### config.mk
export PLATFORM = sky130hd
export DESIGN_NAME = ccm_ctr_pipe
export DESIGN_NICKNAME = d
export VERILOG_FILES = /design/src/rtl/ccm_pkg.sv /design/src/rtl/ccm_ctr_ks_slice.sv /design/src/rtl/ccm_ctr_pipe.sv
export SDC_FILE = /design/constraint.sdc
export NUM_CORES = 1
export LEC_CHECK = 0
export ABC_AREA = 0
export BUFFER_PORTS_ARGS = -buffer_cell sky130_fd_sc_hd__buf_2
export CAP_MARGIN = 25
export CORE_UTILIZATION = 25
export DETAILED_ROUTE_END_ITERATION = 10
export SYNTH_ARGS = -nofsm -noshare
export SYNTH_HDL_FRONTEND = slang
export SYNTH_SLANG_ARGS = --single-unit
### constraint.sdc
create_clock -name clk -period 2.07 [get_ports clk]
set_input_delay 0.207 -clock clk [delete_from_list [all_inputs] [get_ports clk]]
set_output_delay 0.207 -clock clk [all_outputs]
set_load 0.02 [all_outputs]
### src/rtl/ccm_pkg.sv
// Shared definitions for the CCM counter-mode pipeline.
// Optional build macro CCM_CTR_OVF_ERR_EN adds the ERR state used on counter overflow.
package ccm_pkg;

  localparam int BLOCK_W = 128;

`ifdef CCM_CTR_OVF_ERR_EN
  typedef enum logic [2:0] {
    ST_IDLE = 3'd0,
    ST_REQ  = 3'd1,
    ST_WAIT = 3'd2,
    ST_RUN  = 3'd3,
    ST_ERR  = 3'd4
  } ccm_state_e;
`else
  typedef enum logic [1:0] {
    ST_IDLE = 2'd0,
    ST_REQ  = 2'd1,
    ST_WAIT = 2'd2,
    ST_RUN  = 2'd3
  } ccm_state_e;
`endif

  // Counter block layout is {flag, nonce, counter}, flag in the top bits.
  // Callers pass fields zero-extended to BLOCK_W plus the two lower field widths.
  function automatic logic [BLOCK_W-1:0] ccm_ctr_block(
    input logic [BLOCK_W-1:0] flag,
    input logic [BLOCK_W-1:0] nonce,
    input logic [BLOCK_W-1:0] ctr,
    input int                 nonce_w,
    input int                 count_w
  );
    return (flag << (nonce_w + count_w)) | (nonce << count_w) | ctr;
  endfunction

endpackage

### src/rtl/ccm_ctr_ks_slice.sv
// Keystream block register and MSB-first beat selector.
// The selected slice is the keystream segment that XORs with the current beat.
module ccm_ctr_ks_slice
  import ccm_pkg::*;
#(
  parameter int WIDTH = 8,
  parameter int IDX_W = 4
) (
  input  logic               clk_i,
  input  logic               rst_i,
  input  logic               load_i,
  input  logic [BLOCK_W-1:0] ks_i,
  input  logic [IDX_W-1:0]   beat_idx_i,
  output logic [WIDTH-1:0]   slice_o
);

  logic [BLOCK_W-1:0] ks_q;
  logic [BLOCK_W-1:0] ks_shift;

  // Capture one encrypted counter block per AES response
  always_ff @(posedge clk_i) begin
    if (rst_i) begin
      ks_q <= '0;
    end else if (load_i) begin
      ks_q <= ks_i;
    end
  end

  // Beat k takes bits [127-k*WIDTH -: WIDTH]; shifting left brings it to the top
  always_comb begin
    ks_shift = ks_q << (int'(beat_idx_i) * WIDTH);
    slice_o  = ks_shift[BLOCK_W-1 -: WIDTH];
  end

endmodule

### src/rtl/ccm_ctr_pipe.sv
// CCM counter-mode keystream pipeline: issues counter blocks to an external AES
// core, then XORs the returned keystream onto the message beat by beat.
// Optional build macro CCM_CTR_OVF_ERR_EN: counter overflow enters a sticky ERR
// state instead of wrapping silently.
module ccm_ctr_pipe
  import ccm_pkg::*;
#(
  parameter int          WIDTH       = 8,
  parameter int          WIDTH_FLAG  = 8,
  parameter int          WIDTH_NONCE = 104,
  parameter int          WIDTH_COUNT = 16,
  parameter int unsigned CTR_INIT    = 1
) (
  input  logic                   clk,
  input  logic                   reset,
  input  logic                   start,
  input  logic [WIDTH_NONCE-1:0] ccm_ctr_nonce,
  input  logic [WIDTH_FLAG-1:0]  ccm_ctr_flag,
  input  logic [WIDTH-1:0]       in_data,
  input  logic                   in_valid,
  output logic                   in_ready,
  input  logic                   in_last,
  output logic [BLOCK_W-1:0]     aes_req_data,
  output logic                   aes_req_valid,
  input  logic                   aes_req_ready,
  input  logic [BLOCK_W-1:0]     aes_rsp_data,
  input  logic                   aes_rsp_valid,
  output logic [WIDTH-1:0]       out_data,
  output logic                   out_valid,
  input  logic                   out_ready,
  output logic                   out_last,
  output logic                   busy,
  output logic                   err
);

  localparam int NBEATS = BLOCK_W / WIDTH;
  localparam int IDX_W  = (NBEATS > 1) ? $clog2(NBEATS) : 1;
  localparam logic [WIDTH_COUNT-1:0] CTR_RST  = WIDTH_COUNT'(CTR_INIT);
  localparam logic [IDX_W-1:0]       LAST_IDX = IDX_W'(NBEATS - 1);

  ccm_state_e             state_q, state_d;
  logic [WIDTH_COUNT-1:0] ctr_q, ctr_d;
  logic [IDX_W-1:0]       beat_q, beat_d;
  logic [WIDTH_NONCE-1:0] nonce_q;
  logic [WIDTH_FLAG-1:0]  flag_q;
  logic [WIDTH-1:0]       out_data_q;
  logic                   out_valid_q;
  logic                   out_last_q;
  logic [WIDTH-1:0]       ks_slice;
  logic                   id_latch;
  logic                   ks_load;
  logic                   accept;
`ifdef CCM_CTR_OVF_ERR_EN
  logic                   err_q, err_d;
`endif

  ccm_ctr_ks_slice #(
    .WIDTH (WIDTH),
    .IDX_W (IDX_W)
  ) u_ks (
    .clk_i      (clk),
    .rst_i      (reset),
    .load_i     (ks_load),
    .ks_i       (aes_rsp_data),
    .beat_idx_i (beat_q),
    .slice_o    (ks_slice)
  );

  // Next-state, handshake and counter control
  always_comb begin
    state_d       = state_q;
    ctr_d         = ctr_q;
    beat_d        = beat_q;
    id_latch      = 1'b0;
    ks_load       = 1'b0;
    aes_req_valid = 1'b0;
    in_ready      = 1'b0;
    accept        = 1'b0;
`ifdef CCM_CTR_OVF_ERR_EN
    err_d         = err_q;
`endif
    case (state_q)
      ST_IDLE: begin
        if (start) begin
          state_d  = ST_REQ;
          ctr_d    = CTR_RST;
          beat_d   = '0;
          id_latch = 1'b1;
        end
      end
      ST_REQ: begin
        aes_req_valid = 1'b1;
        if (aes_req_ready) state_d = ST_WAIT;
      end
      ST_WAIT: begin
        if (aes_rsp_valid) begin
          ks_load = 1'b1;
          beat_d  = '0;
          state_d = ST_RUN;
        end
      end
      ST_RUN: begin
        in_ready = !out_valid_q || out_ready;
        accept   = in_valid && in_ready;
        if (accept) begin
          if (in_last) begin
            // A short final block simply stops; no padding beats are produced
            state_d = ST_IDLE;
            beat_d  = '0;
          end else if (beat_q == LAST_IDX) begin
            beat_d = '0;
`ifdef CCM_CTR_OVF_ERR_EN
            if (ctr_q == '1) begin
              state_d = ST_ERR;
              err_d   = 1'b1;
            end else begin
              ctr_d   = ctr_q + WIDTH_COUNT'(1);
              state_d = ST_REQ;
            end
`else
            ctr_d   = ctr_q + WIDTH_COUNT'(1);
            state_d = ST_REQ;
`endif
          end else begin
            beat_d = beat_q + IDX_W'(1);
          end
        end
      end
`ifdef CCM_CTR_OVF_ERR_EN
      ST_ERR: begin
        if (start) begin
          state_d  = ST_REQ;
          ctr_d    = CTR_RST;
          beat_d   = '0;
          id_latch = 1'b1;
          err_d    = 1'b0;
        end
      end
`endif
      default: state_d = ST_IDLE;
    endcase
  end

  // Control state registers
  always_ff @(posedge clk) begin
    if (reset) begin
      state_q <= ST_IDLE;
      ctr_q   <= CTR_RST;
      beat_q  <= '0;
`ifdef CCM_CTR_OVF_ERR_EN
      err_q   <= 1'b0;
`endif
    end else begin
      state_q <= state_d;
      ctr_q   <= ctr_d;
      beat_q  <= beat_d;
`ifdef CCM_CTR_OVF_ERR_EN
      err_q   <= err_d;
`endif
    end
  end

  // Nonce and flag are captured once per message on start
  always_ff @(posedge clk) begin
    if (reset) begin
      nonce_q <= '0;
      flag_q  <= '0;
    end else if (id_latch) begin
      nonce_q <= ccm_ctr_nonce;
      flag_q  <= ccm_ctr_flag;
    end
  end

  // Output beat register; holds its contents while the sink stalls
  always_ff @(posedge clk) begin
    if (reset) begin
      out_data_q  <= '0;
      out_valid_q <= 1'b0;
      out_last_q  <= 1'b0;
    end else if (accept) begin
      out_data_q  <= in_data ^ ks_slice;
      out_valid_q <= 1'b1;
      out_last_q  <= in_last;
    end else if (out_ready) begin
      out_valid_q <= 1'b0;
      out_last_q  <= 1'b0;
    end
  end

  assign aes_req_data = ccm_ctr_block(BLOCK_W'(flag_q), BLOCK_W'(nonce_q), BLOCK_W'(ctr_q),
                                      WIDTH_NONCE, WIDTH_COUNT);
  assign out_data     = out_data_q;
  assign out_valid    = out_valid_q;
  assign out_last     = out_last_q;
  assign busy         = (state_q != ST_IDLE) || out_valid_q;
`ifdef CCM_CTR_OVF_ERR_EN
  assign err          = err_q;
`else
  assign err          = 1'b0;
`endif

endmodule

==> metrics.yaml <==
status: "complete, no violations"
regArea_sq_um: 5450
syn_inst: 1309
clk_latency_ps: 550
clk_path_buf_depth: 3
finalWirelength_um: 42000
multi_input_area_sq_um: 5030
critPathLaunchType: "register"
synthArstFlopShare_pct: 0
post-route-min-period_ps: 2020
placed_area_sq_um: 13600
fin_ws_ps: 48.6
antenna_left: 0
syn-mean-instance-area_sq_um: 8.30
crit_arrival_ps: 2490
nNetsFinal: 2198
dp_cells: 2230
peakVddDrop_uv: 603
htreeDepth: 2
rsz0062_at_grt: "yes"
grt_pass1_wl_um: 63400
drtIter0Drc: 860
netSwitchingFraction_pct: 32.2
wl_per_cell_um: 16.5
routabilityCongestion: 0.815
fillers: 4220
vias: 11839
die_w_um: 210
power.density_nw_per_um2: 1000
reg2reg_from: "state_q[0]$_SDFFE_PP0P_"
critPathRequiredTime_ps: 2540
max_slew_margin_pct: 48.6
ys_seq_area_share_pct: 50.1
grt_max_degree: 90
final_cell_count_no_fill: 2546
synth_edf_count: 0
r2r_cells: 7
area_growth_pct: 60.5
p_leak_nw: 7.23
pwr-share-comb_pct: 26.5
endpoint_kind: "register"
syn_nets: 1573
place_ws_ps: -37.2
holdPathEnd: "u_ks.ks_q[54]$_SDFFE_PP0P_"
grtUsageTotal_pct: 18.3
min-delay-start: "reset"
min_path_type: "input port to register"
critPathMaxFanout: 6
finClkSkew_ps: 18.2
power.share.sequential_pct: 36.4
start_util_pct: 25.3
total_power_mw: 17.5
reg2reg_slack_ps: 50
clkTransAtPathRegs_ps: 60
ys_seq_elements: 272
synth_ff_type: "dfxtp_1"
drv_slew: 0
cts_sinks: 272
cts_tree: "built"
synth-warning-count: 0
p_clk_share_pct: 37.1
hold_slack_ps: 73.0
setup_violations: 0
dpl.hpwl_um: 27900
worst_slew_pin_slew_ps: 772
cts_made_buffers: 34
switching_power_mw: 5.64
remaining_drc_errors: 0
synth_cell_types: 42
mostFrequentLayoutCell: "nand2_1"
layout_common_cells: "nand2_1, buf_2, dfxtp_1"
reg2reg_to: "beat_q[3]$_SDFFE_PP0P_"
antenna_found_initial: 2
viasPerCell: 4.65
portBuffers: 396
io_pins: 398
post_route_cells_drive_above_1_share_pct: 27.7
p_int_mw: 11.9
synth_area_sq_um: 10900
placementRows: 76
fmax_ghz: 0.495
finalInstanceArea_sq_um: 17400
core_sq_um: 43000
hold_violations: 0
first_global_vias: 11519
max-cap-violations: 0
fp.dieH_um: 210
drt_first_pass_iters: 6
crit_type: "register to register"
cts_root_buffer: "clkbuf_16"
holdPathStages: 2
fin_crit_sh_pct: 97.7
dieArea_sq_um: 44300
overflow: 0
==> cell type report <==
| cell class | count | area share, % |
|---|---|---|
| Antenna cell | 2 | 0.0287 |
| Multi-Input combinational cell | 932 | 28.8 |
| Tap cell | 585 | 4.20 |
| Clock inverter | 10 | 1.15 |
| Timing Repair Buffer | 689 | 28.5 |
| Sequential cell | 272 | 31.3 |
| Clock buffer | 51 | 5.88 |
| Inverter | 5 | 0.108 |
==> metal layers <==
layer	track usage, %	part of all wire (%)
met5	0	0
met4	9.30	4.3
met3	3.90	5.5
met2	29.2	47
met1	23.3	43
==> worst max-delay path by stage <==
stage	start	to	slack (ps)	cells past startpoint
floorplan	state_q[0]$_SDFFE_PP0P_	beat_q[3]$_SDFFE_PP0P_	8	6
global placement	beat_q[1]$_SDFFE_PP0P_	out_data[1]$_SDFFE_PP0P_	5	5
detailed placement	state_q[1]$_SDFFE_PP0P_	beat_q[3]$_SDFFE_PP0P_	-40	6
CTS	state_q[1]$_SDFFE_PP0P_	beat_q[3]$_SDFFE_PP0P_	8	6
global route	state_q[0]$_SDFFE_PP0P_	beat_q[3]$_SDFFE_PP0P_	-4	7
finish	state_q[0]$_SDFFE_PP0P_	beat_q[3]$_SDFFE_PP0P_	50	7
==> critical path, stage by stage, from the launching register on <==
cell and delay [ps]:
dfxtp_1 320, buf_4 150, ha_1 210, inv_1 70
a21oi_1 50, or4_4 530, or4_4 500, a21oi_2 130
==> synth_stat cells (8+ instances only) <==
master    count  area (sq um)
nand4_1      11          68.8
or3_1         8          50.1
a21oi_1     260          1300
o21ai_0       8          40.0
clkbuf_1     75           282
ha_1          8           100
and3_1       11          68.8
buf_1        13          48.8
mux4_2       31           698
nand2_1     501          1880
dfxtp_1     272          5450
nor2_1       20          75.1
==> power by group through the flow <==
| stage | clock (mW) | combinational, mW | sequential (mW) |
|---|---|---|---|
| detailed placement | 0 | 4.18 | 6.45 |
| CTS | 6.62 | 4.57 | 6.34 |
| global placement | 0 | 4.10 | 6.43 |
| global route | 6.87 | 5.04 | 6.44 |
| floorplan | 0 | 2.06 | 6.86 |
| finish | 6.49 | 4.64 | 6.37 |
==> per-stage QoR <==
stage,setup TNS (ps),util [%]
2_1_floorplan,0,-
3_3_place_gp,0,31.7
3_5_place_dp,-59.5,31.7
4_1_cts,0,40.5
5_1_grt,-4.29,40.6
6_report,0,40.6
==> logic make-up after synthesis <==
group / after synthesis / synth area share [%]
AND/OR/NAND/NOR: 583 / 21.8
AO/OA/AOI/OAI: 288 / 13.8
flip-flops: 272 / 50.1
XOR/XNOR: 8 / 0.645
adder cells (fa/ha/maj): 8 / 0.921
buffers and inverters: 105 / 4.18
other: 1 / 0.0345
multiplexers: 44 / 8.52
==> flip-flops by register name, summed over array words and instances (netlist names) <==
name       count
u_ks.ks_q    128
nonce_q      104
ctr_q         16
flag_q         8
out_data       8
beat_q         4
state_q        2
out_last       1
out_valid      1
==> repair_timing <==
action | in CTS | in global routing
setup buffers | 2 | 0
resized for setup | 2 | 13
setup endpoints to repair | 3 | 15
hold endpoints to repair | 250 | 0
pin swaps | 0 | 2
hold buffers | 251 | 0
cloned | 0 | 0
(Power assumes the default switching activity.)
